File: src/rtl/decoder_binario_pkg.sv
// Shared types and helpers for the registered binary-to-one-hot decoder.
// Helpers work on a maximum width; callers cast the result down to their size.
package decoder_binario_pkg;

    localparam int MAX_IN_W  = 8;
    localparam int MAX_OUT_W = 2 ** MAX_IN_W;

    typedef enum logic [1:0] {
        ST_IDLE   = 2'd0,
        ST_DIRECT = 2'd1,
        ST_SCAN   = 2'd2
    } state_t;

    localparam logic MODE_DIRECT = 1'b0;
    localparam logic MODE_SCAN   = 1'b1;

    function automatic logic [MAX_OUT_W-1:0] onehot(input logic [MAX_IN_W-1:0] idx);
        logic [MAX_OUT_W-1:0] v;
        v      = '0;
        v[idx] = 1'b1;
        return v;
    endfunction

    function automatic logic [MAX_OUT_W-1:0] apply_pol(input logic [MAX_OUT_W-1:0] v,
                                                      input logic inv);
        return v ^ {MAX_OUT_W{inv}};
    endfunction

endpackage

File: src/rtl/decoder_scan_ctr.sv
// Scan prescaler and index counter. Holds each index div+1 cycles and
// pulses wrap together with the last-to-first index step.
module decoder_scan_ctr #(
    parameter int IN_W  = 4,
    parameter int DIV_W = 8
) (
    input  logic             clk,
    input  logic             rst_n,
    input  logic             clr,
    input  logic             run,
    input  logic [DIV_W-1:0] div,
    output logic [IN_W-1:0]  idx,
    output logic             wrap,
    output logic             step
);

    logic [DIV_W-1:0] pre_reg;
    logic [IN_W-1:0]  idx_reg;
    logic             wrap_reg;

    // div is compared live, so lowering it mid-dwell ends the dwell at once.
    assign step = run && (pre_reg >= div);
    assign idx  = idx_reg;
    assign wrap = wrap_reg;

    always_ff @(posedge clk) begin
        if (!rst_n || clr) begin
            pre_reg  <= '0;
            idx_reg  <= '0;
            wrap_reg <= 1'b0;
        end else if (step) begin
            pre_reg  <= '0;
            idx_reg  <= idx_reg + IN_W'(1);
            wrap_reg <= (idx_reg == {IN_W{1'b1}});
        end else if (run) begin
            pre_reg  <= pre_reg + DIV_W'(1);
            wrap_reg <= 1'b0;
        end else begin
            wrap_reg <= 1'b0;
        end
    end

endmodule

File: src/rtl/decoder_binario_seq.sv
// Registered binary-to-one-hot decoder with valid/ready input, output
// polarity selection and an autonomous scan mode.
module decoder_binario_seq
    import decoder_binario_pkg::*;
#(
    parameter int  IN_W       = 4,
    parameter bit  ACTIVE_LOW = 1'b0,
    parameter int  DIV_W      = 8,
    localparam int OUT_W      = 2 ** IN_W
) (
    input  logic             clk,
    input  logic             rst_n,
    input  logic             en,
    input  logic             mode,
    input  logic             in_valid,
    output logic             in_ready,
    input  logic [IN_W-1:0]  in_data,
    input  logic [DIV_W-1:0] div,
    output logic [OUT_W-1:0] out,
    output logic             out_valid,
    output logic [IN_W-1:0]  out_idx,
    output logic             wrap
);

    state_t           state_reg, state_next;
    logic [OUT_W-1:0] out_reg, out_next;
    logic             out_valid_reg, out_valid_next;
    logic [IN_W-1:0]  out_idx_reg, out_idx_next;

    logic             scan_hold;
    logic [IN_W-1:0]  ctr_idx;
    logic             ctr_wrap;
    logic             ctr_step;
    logic [IN_W-1:0]  scan_idx;
    logic             xfer;

    function automatic logic [OUT_W-1:0] drive(input logic [IN_W-1:0] i);
        return OUT_W'(apply_pol(onehot(MAX_IN_W'(i)), ACTIVE_LOW));
    endfunction

    localparam logic [OUT_W-1:0] INACTIVE = {OUT_W{ACTIVE_LOW}};

    assign in_ready = (state_reg == ST_DIRECT) && en && (mode == MODE_DIRECT);
    assign xfer     = in_valid && in_ready;

    // The counter only runs while SCAN is both current and next; any other
    // cycle clears it so SCAN entry always starts at index 0 without wrap.
    assign scan_hold = (state_reg == ST_SCAN) && (state_next == ST_SCAN);
    assign scan_idx  = ctr_step ? ctr_idx + IN_W'(1) : ctr_idx;

    decoder_scan_ctr #(
        .IN_W  (IN_W),
        .DIV_W (DIV_W)
    ) u_scan_ctr (
        .clk   (clk),
        .rst_n (rst_n),
        .clr   (!scan_hold),
        .run   (scan_hold),
        .div   (div),
        .idx   (ctr_idx),
        .wrap  (ctr_wrap),
        .step  (ctr_step)
    );

    always_comb begin
        state_next     = en ? ((mode == MODE_SCAN) ? ST_SCAN : ST_DIRECT) : ST_IDLE;
        out_next       = out_reg;
        out_valid_next = out_valid_reg;
        out_idx_next   = out_idx_reg;
        case (state_next)
            ST_DIRECT: begin
                if (state_reg != ST_DIRECT) begin
                    out_next       = INACTIVE;
                    out_valid_next = 1'b0;
                end else if (xfer) begin
                    out_next       = drive(in_data);
                    out_valid_next = 1'b1;
                    out_idx_next   = in_data;
                end
            end
            ST_SCAN: begin
                out_valid_next = 1'b1;
                if (state_reg != ST_SCAN) begin
                    out_idx_next = '0;
                    out_next     = drive('0);
                end else begin
                    out_idx_next = scan_idx;
                    out_next     = drive(scan_idx);
                end
            end
            default: begin
                out_next       = INACTIVE;
                out_valid_next = 1'b0;
            end
        endcase
    end

    always_ff @(posedge clk) begin
        if (!rst_n) begin
            state_reg     <= ST_IDLE;
            out_reg       <= INACTIVE;
            out_valid_reg <= 1'b0;
            out_idx_reg   <= '0;
        end else begin
            state_reg     <= state_next;
            out_reg       <= out_next;
            out_valid_reg <= out_valid_next;
            out_idx_reg   <= out_idx_next;
        end
    end

    assign out       = out_reg;
    assign out_valid = out_valid_reg;
    assign out_idx   = out_idx_reg;
    assign wrap      = ctr_wrap;

endmodule

File: config.mk
export PLATFORM = sky130hd
export DESIGN_NAME = decoder_binario_seq
export DESIGN_NICKNAME = d
export VERILOG_FILES = /design/src/rtl/decoder_binario_pkg.sv /design/src/rtl/decoder_scan_ctr.sv /design/src/rtl/decoder_binario_seq.sv
export SDC_FILE = /design/constraint.sdc
export NUM_CORES = 1
export LEC_CHECK = 0
export CAP_MARGIN = 5
export CORE_ASPECT_RATIO = 1.1
export CORE_MARGIN = 4
export CORE_UTILIZATION = 50
export CTS_BUF_LIST = sky130_fd_sc_hd__clkbuf_16
export DETAILED_ROUTE_END_ITERATION = 7
export DONT_BUFFER_PORTS = 1
export PLACE_DENSITY_LB_ADDON = 0.25
export SYNTH_ARGS = -nofsm -noshare
export SYNTH_HDL_FRONTEND = slang
export SYNTH_SLANG_ARGS = --single-unit
File: constraint.sdc
create_clock -name clk -period 3.3 [get_ports clk]
set_input_delay 0.66 -clock clk [delete_from_list [all_inputs] [get_ports clk]]
set_output_delay 0.66 -clock clk [all_outputs]
set_load 0.05 [all_outputs]
Word level (Yosys, flattened, before mapping)
Index checks and enable logic that the tools add are counted.

storage, ports and cells
  memories kept = 0
  register bits = 36
  RAM bits = 0
  word-level logic and storage cells = 58
  input bits = 17
  memory bits (read-only) = 0
  bits in latches = 0

cells by class
  shift operators = 0
  multiply operators = 0
  reduce and logical (&&, ||, !) cells = 14
  add/sub/neg operators = 2
  magnitude comparators = 5
  equality and inequality tests = 10
  mux-type cells = 18
  bitwise logic cells = 2
  div/mod/pow operators = 0

operators with widths
  kind                   number
  $mux W16               3
  $pmux W16 S2           1
  $lt A4 B9 Y1 const B   2
  $mux W4                4
  $add A8 B1 Y8 const B  1
  $demux W1 S4           2
  $ge A4 B1 Y1 const B   2
  $ge A8 B8 Y1           1
  $pmux W4 S2            1
  $logic_and A1 B1 Y1    7
  $ne A2 B2 Y1 const B   3
  $add A4 B1 Y4 const B  1
  $eq A2 B1 Y1 const B   2
  $eq A2 B2 Y1 const B   2
  $eq A4 B4 Y1 const B   1
  $mux W1                4
  $mux W2                2
  $reduce_or A2 Y1       2
  $ne A3 B3 Y1 const B   1
  $reduce_and A3 Y1      1
  $logic_not A1 Y1       2
  $ne A2 B1 Y1 const B   1
  $not A1 Y1             2
  $pmux W1 S2            1
  2 further kinds        2

Logic depth before layout (Yosys ltp)
Gate-level depths: netlist of the first run.

  word-level depth = 12
  mapped depth = 9

Modules after synthesis
Synthesis of the first run repeated with hierarchy kept, for this count alone.

second synthesis, totals
  cell total of the unflattened synthesis = 267
  area, all modules = 2229.6 µm²

by module, submodules not included
  module               area each (µm²)  instances  cells an instance
  decoder_binario_seq  1451.4           1          173
  decoder_scan_ctr     778.2            1          94

Worst setup path after synthesis of the first run
Ideal clock, no wire load.

  path kind = input to register
  start point = in mode
  end point = reg out_reg[10], in the netlist out[10]
  stages = 6
  setup time = 0.086 ns
  buffers on the path = 1
  slack = 0.564 ns
  arrival = 2.649 ns
  cells stage by stage = nor4b_2 -> and2b_1 -> buf_6 -> nand2_1 -> a21boi_0 -> a221oi_2

between the ends
  cells in the longest elaborated chain, start to end = 12
  elaborated cells between the ends (all ways) = 18

RTL lines
  item                                                                line                                                  RTL
  start: declaration                                                  decoder_binario_seq.sv:14                             input logic mode,
  $mux W2 (2 in a row)                                                decoder_binario_seq.sv:66                             state_next = en ? ((mode == MODE_SCAN) ? ST_SCAN : ST_DIRECT) : ST_IDLE;
  $eq A2 B2 Y1                                                        decoder_binario_seq.sv:48, decoder_binario_seq.sv:70
  $logic_and A1 B1 Y1                                                 decoder_binario_seq.sv:48                             assign scan_hold = (state_reg == ST_SCAN) && (state_next == ST_SCAN);
  $logic_and A1 B1 Y1                                                 decoder_scan_ctr.sv:22                                assign step = run && (pre_reg >= div);
  $mux W4                                                             -
  $lt A4 B9 Y1 (not written as such) or $ge A4 B1 Y1 (tied branches)  decoder_binario_pkg.sv:20                             v[idx] = 1'b1;
  $logic_and A1 B1 Y1 (not written as such)                           decoder_binario_pkg.sv:20
  $mux W1 (not written as such)                                       decoder_binario_pkg.sv:20
  $demux W1 S4                                                        decoder_binario_pkg.sv:20
  $mux W16                                                            decoder_binario_seq.sv:83                             if (state_reg != ST_SCAN) begin
  $pmux W16 S2                                                        decoder_binario_seq.sv:70                             case (state_next)
  end signal: assignment                                              decoder_binario_seq.sv:106                            out_reg <= out_next;
  end: declaration                                                    decoder_binario_seq.sv:26                             logic [OUT_W-1:0] out_reg, out_next;

Parallel ways exist; a longest one is shown, timed or not.
A chain may end at the register's enable or synchronous reset.

Worst setup path in the final report of the first run
  start point = in div[7]
  end point = reg out_reg[9], in the netlist out[9]

between the ends
  cells in the longest elaborated chain, start to end = 9
  elaborated cells between the ends (all ways) = 10

RTL lines
  item                                                                line                       RTL
  start: declaration                                                  decoder_binario_seq.sv:18  input logic [DIV_W-1:0] div,
  $ge A8 B8 Y1 (*)                                                    decoder_scan_ctr.sv:22
  $logic_and A1 B1 Y1 (*)                                             decoder_scan_ctr.sv:22
  $mux W4 (*)                                                         -
  $lt A4 B9 Y1 (not written as such) or $ge A4 B1 Y1 (tied branches)  decoder_binario_pkg.sv:20
  $logic_and A1 B1 Y1 (not written as such)                           decoder_binario_pkg.sv:20
  $mux W1 (not written as such)                                       decoder_binario_pkg.sv:20
  $demux W1 S4 (*)                                                    decoder_binario_pkg.sv:20
  $mux W16 (*)                                                        decoder_binario_seq.sv:83
  $pmux W16 S2 (*)                                                    decoder_binario_seq.sv:70

Every way passes the cells marked *; elsewhere a longest branch is shown, timed or not.

==> results of run 1 <==
## critical path: cells and delay by family
kind | cells | cell delay, ps
AOI/OAI and AO/OA | 4 | 1340
and+or+nand+nor | 2 | 320
adders and majority gates | 1 | 300
buffers and inverters | 1 | 20
## final timing paths
| path | slack (ps) | end | cells past startpoint | startpoint |
|---|---|---|---|---|
| max reg2reg | 890 | out[8] | 8 | u_scan_ctr.pre_reg[2] |
| min | 450 | state_reg[0] | 1 | mode |
| min reg2reg | 480 | u_scan_ctr.pre_reg[0] | 1 | u_scan_ctr.pre_reg[0] |
| max | 850 | out[9] | 8 | div[7] |
## per-stage QoR
step / area [sq um] / setup WS [ps] / hold WS [ps] / total power, mW
2_1_floorplan: 2307 / 564.5 / 441.2 / 0.5098
4_1_cts: 2470 / 883.5 / 446.8 / 0.9586
5_1_grt: 2470 / 602.6 / 448.7 / 0.9823
3_3_place_gp: 2336 / 580.6 / 468.2 / 0.5155
3_5_place_dp: 2336 / 591.7 / 471.8 / 0.5156
6_report: 2470 / 847.2 / 451.9 / 0.9472
## placed cells by master, fill, tap and decap left out, types with 6 or more instances in the layout
master,netlist,layout
a211oi_1,8,8
a21oi_1,16,16
dfxtp_1,36,36
ha_1,10,10
inv_1,11,12
nand2_1,36,36
nand2b_1,7,7
nand3_1,7,7
nand4_1,8,8
nor2_1,26,26
o21ai_0,10,10
xnor2_1,6,6
## layer usage
metal / share of wire / up-vias / GRT usage / routed length, um
met5: 0 / - / 0 / 0
met4: 0.020 / 0 / 0.09225 / 113
met3: 0.082 / 11 / 0.05570 / 469
met2: 0.45 / 86 / 0.3177 / 2586
met1: 0.45 / 949 / 0.2904 / 2547
li1: - / 1029 / - / -
## cells by family (layout without fill, tap and decap cells)
logic type | Yosys count | after routing | synth area share
mux | 3 | 3 | 0.01356
xor+xnor | 10 | 10 | 0.03796
simple gates | 111 | 111 | 0.2500
fa+ha+maj | 10 | 10 | 0.05423
compound gates | 85 | 85 | 0.2853
buf+inv | 26 | 21 | 0.04664
flops | 36 | 36 | 0.3124
## final cells by class
class / count / area share
clock buffers: 5 / 0.05066
clock inverters: 2 / 0.003546
multi-input cells: 219 / 0.6023
flip-flops and latches: 36 / 0.2918
inverters: 12 / 0.01824
well taps: 54 / 0.02736
repair buffers: 2 / 0.006079
## power by group
part | switching (mW) | internal, mW | leakage, nW | total (mW)
Combinational | 0.0300 | 0.0162 | 0.469 | 0.0463
Clock | 0.169 | 0.271 | 0.0709 | 0.440
Sequential | 0.0199 | 0.441 | 0.291 | 0.461
Total | 0.219 | 0.728 | 0.831 | 0.947
==> summary.md, run 1 <==
| Metric | Value |
|---|---|
| Initial antenna violation count | 0 |
| Number of synthesis warnings | 0 |
| Worst-margin pin slew | 718.9 ps |
| Leakage | between 0.8 and 0.9 nW |
| PortBufs | 0 |
| Max Cap Viol | 0 |
| Tightest Hold Check Type | in2reg |
| Final cell count without fillers | 330 |
| Antenna Cells | 0 |
| DIE WIDTH | 72.77 um |
| Maximum vdd ir drop | 0.0002841 V |
| Root Driver | clkbuf_16 |
| Hold bufs inserted after CTS | 0 |
| Setup Skew | 5.532 ps |
| Total CTS buffers | 5 |
| Largest cells by area after synthesis | dfxtp_1 (31%), nand2_1 (5.9%), ha_1 (5.4%), nor2_1 (4.2%), a21oi_1 (3.5%) |
| Setup TNS | 0 ps |
| Startpoint class of the critical path | primary input |
| Total number of vias | ~2.1k |
| Via/cell ratio | approximately 6.3 |
| Share of post-route cells with drive strength above 1 | 0.09058 |
| Setup Crit Path Kind | in2reg |
| HPWL after detailed placement | between 4000 and 5000 um |
| Status | finished clean |
| Final min period | 2453 ps |
| Tcrit/Tclk final | 0.7433 |
| Syn Nets | 308 |
| DIE AREA | 5767 sq um |
| Total grt overflow | 0 |
| Synth top area share | 0.3124 |
| Post-Syn Area per Cell | 8.211 sq um |
| Largest register FFs | 16 |
| Final layout net count | between 300 and 400 |
| Synthesized instance count | between 200 and 300 |
| Routed WL per cell | 17.32 um |
| RSZ-0062 raised after global routing | false |
| Synth cell types | 60 |
| Crit path largest cell delay | between 400 and 500 ps |
| Post-CTS Setup Bufs | 0 |
| Async S/R FF share, synth | 0 |
| CP Data Required Time | 3490 ps |
| Post-route ant nets | 0 |
| Crit-path cells | inv_1, ha_1, nand2_1, o21ai_0, nor2_1, o41ai_2, o21ai_1, a221oi_2 |
| Synthesized flop and latch total | 36 |
| CTS tree | yes |
| I/O pin cnt | 40 |
| Slew HR | 0.5202 |
| Maximum clock frequency | 407.7 MHz |
| GRT Total Usage | 0.2143 |
| Clock latency on the worst-skew pair | ~280 ps |
| Final slew viol count | 0 |
| Sequential Area | 720.7 sq um |
| Max Root-Sink Buffers | 2 |
| Vias in the first global route | a little under 2k |
| Fill count | 407 |
| Commonest cells post-synth | dfxtp_1 (36), nand2_1 (36), nor2_1 (26), a21oi_1 (16), inv_1 (11) |
| Area Overhead vs Synth | 7.050% |
| Final setup vio count | 0 |
| Mapped Area | 2307 sq um |
| DRC violation total after the first TritonRoute iteration | 127 |
| Final hold vios | 0 |
| Global-route wire length before repair | just under 10,000 um |
| Die height | 79.25 um |
| Pwr dens | 383.5 nW/um^2 |
| Htree depth | 2 |
| Starting Density | 0.5269 |
| Ys flop type | dfxtp_1 |
| Placed cells | 323 |
| DRC errors left | 0 |
| # rows | 25 |
| TritonRoute pass-1 iters | 5 |
| CTS clk-pin slew, worst paths | 50 ps |
| Routability congestion estimate | 0.9666 |
| Slowest cell on crit path | o21ai_0 |
| Register area share after synthesis | 0.3124 |
| Area of the multi-input gates | 1488 sq um |
| PostCTS Resize Cnt | 0 |
| Leading area contributor after synthesis | dfxtp_1 |
| Largest net degree at the start of global routing | 24 |
| Critical Path Sink Type | flop |
| Crit-path max FO | 6 |
| # clock sinks | 36 |
| Routed wire length | 5717 um |
| Core Util, Final | 0.5640 |
| Crit path DAT | 2640 ps |
| Post-synth EDFFs | 0 |
| Total core area | 4379 sq um |
Power figures use the tool's default switching activity.
==> run 2: changes to the inputs <==
- clock period: 3.3 -> 2.17 ns (I/O delays scaled with it)
==> run 2 against run 1 <==
Effect of this change:
- the flow now finishes with violations (negative setup slack)
- critical path depth is 1 higher
- hold slack worse by 220 ps
- routed wire length is 13% higher
- critical endpoint is now out[10]
- highest routed layer unchanged
- final cell count is 12% higher
- first-iteration DRC count is 6.3% higher
- non-clock buffer count is 37 higher
- register-to-register slack worse by 890 ps
- via count is 9.9% higher
- sequential power is 52% higher
==> summary.md, run 2 (synthesis gave the netlist of run 1 again) <==
| Metric | Value |
|---|---|
| HPWL after detailed placement | 4723 um |
| Final Cell Area | around 2900 sq um |
| Final slew viol count | 0 |
| CP delay by family, top | compound AO/OA/AOI/OAI gates |
| Worst-margin pin slew | 569.6 ps |
| Pwr dens | between 500 and 600 nW/um^2 |
| Most frequent cells in the layout | buf_4 (38), nand2_1 (35), dfxtp_1 (32) |
| Worst Setup SP | u_scan_ctr.pre_reg[1] |
| Startpoint class of the critical path | flop |
| Starting Density | 0.5269 |
| Min-delay src | mode |
| Max Cap Viol | 0 |
| Leakage | 1.049 nW |
| Routed wire length | 6448 um |
| Maximum clock frequency | between 400 and 500 MHz |
| Crit path largest cell delay | 370 ps |
| Setup Skew | 5.945 ps |
| Crit-path cells | ha_4, nand2b_4, a21o_1, a211oi_4, buf_6, o21ai_4, o31ai_4, o21ai_2, a221oi_2 |
| Tcrit/Tclk final | 1.001 |
| Die height | 79.25 um |
| Final min period | 2172 ps |
| Slowest cell on crit path | o31ai_4 |
| # clock sinks | 36 |
| CTS tree | yes |
| Post-route ant nets | 0 |
| Setup WS post-layout | -1.909 ps |
| Routed WL per cell | 17.52 um |
| DRC errors left | 0 |
| Max Root-Sink Buffers | 2 |
| Failing checks | negative setup slack |
| CTS clk-pin slew, worst paths | about 60 ps |
| Total CTS buffers | 5 |
| Dpl cell area | 2688 sq um |
| Setup Crit Path Kind | reg2reg |
| Total core area | 4379 sq um |
| Share of post-route cells with drive strength above 1 | 0.2994 |
| Crit-path max FO | 6 |
| Largest register FFs | 16 |
| # rows | 25 |
| Critical Path Sink Type | flop |
| Reg-to-reg startpoint | u_scan_ctr.pre_reg[1] |
| DRC violation total after the first TritonRoute iteration | about 140 |
| Antenna Cells | 0 |
| Total chip power | 1.481 mW |
| Via/cell ratio | 6.196 |
| Most common cell after layout, fill and taps aside | buf_4 |
| Area Overhead vs Synth | 27.82% |
| GRT Total Usage | 0.2374 |
| Htree depth | 2 |
| Largest net degree at the start of global routing | 22 |
| DIE AREA | 5767 sq um |
| CP Data Required Time | between 2000 and 2500 ps |
| Worst reg2reg path depth | 9 |
| Hold bufs inserted after CTS | 0 |
| Final layout net count | 340 |
| Crit path DAT | 2360 ps |
| Status | complete, but fails checks |
| Tightest Hold Check Type | in2reg |
| Final setup vio count | 1 |
| Number of cells on the critical path | 9 |
| Initial antenna violation count | 0 |
| Clock latency on the worst-skew pair | 280 ps |
| Critical path buffers and inverters | 1 |
| I/O pin cnt | 40 |
| Maximum vdd ir drop | slightly above 0.0004 V |
| Hold path cells | 1 |
| RSZ-0062 raised after global routing | true |
| Root Driver | clkbuf_16 |
| PortBufs | 0 |
| Vias in the first global route | between 2k and 2.5k |
| TritonRoute pass-1 iters | 5 |
| Slew HR | 0.6197 |
| Global-route wire length before repair | 10,880 um |
| DIE WIDTH | 72.77 um |
| Total grt overflow | 0 |
| Routability congestion estimate | 0.9022 |
| Final hold vios | 0 |
| Setup TNS | -1.909 ps |
| Total number of vias | 2,280 |
-- run 2: cell types whose count changed in the layout (fill, tap and decap cells not counted), sizes merged --
cell / previous run / this run
buf: 2 / 39
clkinv: 1 / 3
inv: 13 / 12
-- run 2: metrics by stage --
stage | hold slack (ps) | instances | util | setup slack, ps
floorplan | 441.2 | 281 | - | -8.828
global placement | 490.8 | 359 | 0.6137 | -175.7
detailed placement | 496.1 | 359 | 0.6137 | -184.4
CTS | 223.5 | 368 | 0.6500 | 10.90
global route | 224.5 | 368 | 0.6734 | -89.00
finish | 227.8 | 368 | 0.6734 | -1.909
-- run 2: area by class of cell --
class	instances	area [sq um]
flip-flops and latches	36	725.7
clock buffers	5	125.1
multi-input cells	219	1668
clock inverters	3	13.76
inverters	12	52.55
fillers	366	1430
repair buffers	39	296.5
well taps	54	67.56
-- run 2: power breakdown --
| part | switching [mW] | leakage [nW] | internal, mW |
|---|---|---|---|
| registers | 0.0292 | 0.293 | 0.670 |
| logic | 0.0561 | 0.685 | 0.0411 |
| clock network | 0.268 | 0.0710 | 0.417 |
| total | 0.354 | 1.05 | 1.13 |
-- run 2: final timing paths --
path | end | slack [ps]
setup / recovery | out[10] | -2
hold / removal | state_reg[0] | 230
setup reg to reg | out[10] | -2
hold reg to reg | out[12] | 500
-- run 2: timing repair --
action,CTS,global route
setup buffers,1,0
pin swaps,4,18
gates resized for setup,5,20
setup endpoints to repair,6,20
-- run 2: per-layer routing --
metal  vias to the layer above  track usage  wire, um
li1                       1103            -         -
met1                      1074       0.3066      2726
met2                        93       0.3601      3153
met3                        10      0.06582       464
met4                         0       0.1144       103
met5                         -            0         0
-- run 2: worst register-to-register path, delay by kind of cell (launching register included) --
| kind | cells | cell delay, ps |
|---|---|---|
| compound gates | 6 | 1260 |
| buf+inv | 1 | 160 |
| flops | 1 | 340 |
| fa+ha+maj | 1 | 280 |
| simple gates | 1 | 50 |
==> run 3: changes to the inputs <==
- PLACE_DENSITY_LB_ADDON: 0.25 -> 0.05
==> run 3 against run 2 <==
Effect of this change:
- non-clock buffer count stayed put
- the flow now finishes without violations
- routed wire length is 1.3% lower
- core utilization is 1.2 points lower
==> summary.md, run 3 (synthesis gave the netlist of run 1 again) <==
| Metric | Value |
|---|---|
| Largest register FFs | 16 |
| Final min period | 2170 ps |
| Slowest cell on crit path | o31ai_4 |
| Crit path DAT | 2360 ps |
| Worst-margin pin slew | 568.6 ps |
| Htree depth | 2 |
| P_sw | between 0.3 and 0.4 mW |
| Starting Density | 0.5269 |
| Via/cell ratio | ~6.2 |
| Share of post-route cells with drive strength above 1 | 0.2748 |
| Routability congestion estimate | 0.8618 |
| Worst Setup SP | u_scan_ctr.pre_reg[1] |
| Setup TNS | 0 ps |
| Pwr dens | 510.2 nW/um^2 |
| Final layout net count | 340 |
| DIE AREA | between 5000 and 6000 sq um |
| HPWL after detailed placement | 4762 um |
| Placed cells | 360 |
| Most common cell after layout, fill and taps aside | buf_4 |
| Worst hold slack | 226.3 ps |
| Final slew viol count | 0 |
| Die height | slightly below 80 um |
| Largest net degree at the start of global routing | 20 |
| Core Util, Final | 0.6611 |
| Cell Int Power | 1.121 mW |
| Hold bufs inserted after CTS | 0 |
| Startpoint class of the critical path | flop |
| Setup Crit Path Kind | reg2reg |
| CP Data Required Time | 2360 ps |
| RSZ-0062 raised after global routing | true |
| Final setup vio count | 0 |
| Final cell count without fillers | 367 |
| Sw frac | 0.2410 |
| Share of total power in the clock network | 0.463 |
| CP delay by family, top | compound AO/OA/AOI/OAI gates |
| Antenna Cells | 0 |
| Critical Path Sink Type | flop |
| Logic pwr share | 0.064 |
| Leakage | 1.025 nW |
| Total number of vias | roughly 2.3k |
| Crit-path cells | ha_4, and3_4, o21ai_4, a211oi_4, buf_6, o21ai_4, o31ai_4, o21ai_2, a221oi_2 |
| Clock latency on the worst-skew pair | 280 ps |
| Total CTS buffers | 5 |
| Tcrit/Tclk final | 0.9998 |
| Max Root-Sink Buffers | 2 |
| Status | finished clean |
| Initial antenna violation count | 0 |
| Final hold vios | 0 |
| Reg-to-reg startpoint | u_scan_ctr.pre_reg[1] |
| Slew HR | 0.6204 |
| Area Overhead vs Synth | 25.49% |
| Routed WL per cell | 17.34 um |
| Root Driver | clkbuf_16 |
| DRC violation total after the first TritonRoute iteration | 141 |
| Post-route ant nets | 0 |
| Crit path top cell by count | o21ai_4 |
| CTS clk-pin slew, worst paths | 60 ps |
| Total grt overflow | 0 |
| Tightest Hold Check Type | in2reg |
| TritonRoute pass-1 iters | 7 |
| DRC errors left | 0 |
| Total core area | 4379 sq um |
| Global-route wire length before repair | approximately 11,000 um |
| Seq pwr share | 0.473 |
| Setup Skew | between 6 and 7 ps |
| CTS tree | yes |
| Routed wire length | 6364 um |
| Crit path largest cell delay | 370 ps |
| Most frequent cells in the layout | buf_4 (38), nand2_1 (36), dfxtp_1 (33) |
| Maximum vdd ir drop | just under 0.0004 V |
| GRT Total Usage | 0.2317 |
| Vias in the first global route | 2,178 |
| Critical path buffers and inverters | 1 |
| Crit-path max FO | 8 |
| PortBufs | 0 |
| # clock sinks | 36 |
| # rows | 25 |
| I/O pin cnt | 40 |
| DIE WIDTH | ~73 um |
| Maximum clock frequency | between 400 and 500 MHz |
| Max Cap Viol | 0 |
| Min-delay src | mode |
## run 3: path summary, 6_finish.rpt
kind | slack [ps] | cells past startpoint | end
worst min register to register | 540 | 2 | u_scan_ctr.pre_reg[0]
worst max register to register | 0.5 | 9 | out[8]
worst max-delay path | 0.5 | 9 | out[8]
worst min-delay path | 230 | 1 | state_reg[0]
## run 3: cell type report
| cell class | instances | area, sq um |
|---|---|---|
| clock buffers | 5 | 125.1 |
| clock inverters | 2 | 8.758 |
| fillers | 372 | 1484 |
| inverters | 12 | 52.55 |
| multi-input cells | 219 | 1620 |
| flip-flops and latches | 36 | 724.4 |
| well taps | 54 | 67.56 |
| repair buffers | 39 | 296.5 |
## run 3: power by group through the flow
| stage | registers [mW] | clock network [mW] | logic, mW |
|---|---|---|---|
| floorplan | 0.713 | 0 | 0.0717 |
| global placement | 0.713 | 0 | 0.0884 |
| detailed placement | 0.713 | 0 | 0.0904 |
| CTS | 0.699 | 0.690 | 0.0916 |
| global route | 0.699 | 0.719 | 0.104 |
| finish | 0.699 | 0.684 | 0.0941 |
## run 3: stage by stage
stage | instance area [sq um] | setup slack (ps) | power [mW]
after floorplan | 2397 | -8.828 | 0.7843
after global placement | 2695 | -168.0 | 0.8013
after detailed placement | 2695 | -187.0 | 0.8033
after CTS | 2838 | 5.316 | 1.481
after global routing | 2895 | -115.4 | 1.523
final | 2895 | 0.4690 | 1.477
## run 3: timing repair
item                                    in CTS  in global routing
pin swaps                                    3                 10
endpoints found under the setup margin       9                 17
gates resized for setup                      4                 14
gates cloned                                 0                  0
setup buffers                                0                  0
## run 3: per-layer routing
layer	vias up	track usage	share of wire
met5	-	0	0
met4	0	0.07011	0.017
met3	12	0.06203	0.075
met2	91	0.3664	0.47
met1	1055	0.3054	0.44
li1	1100	-	-
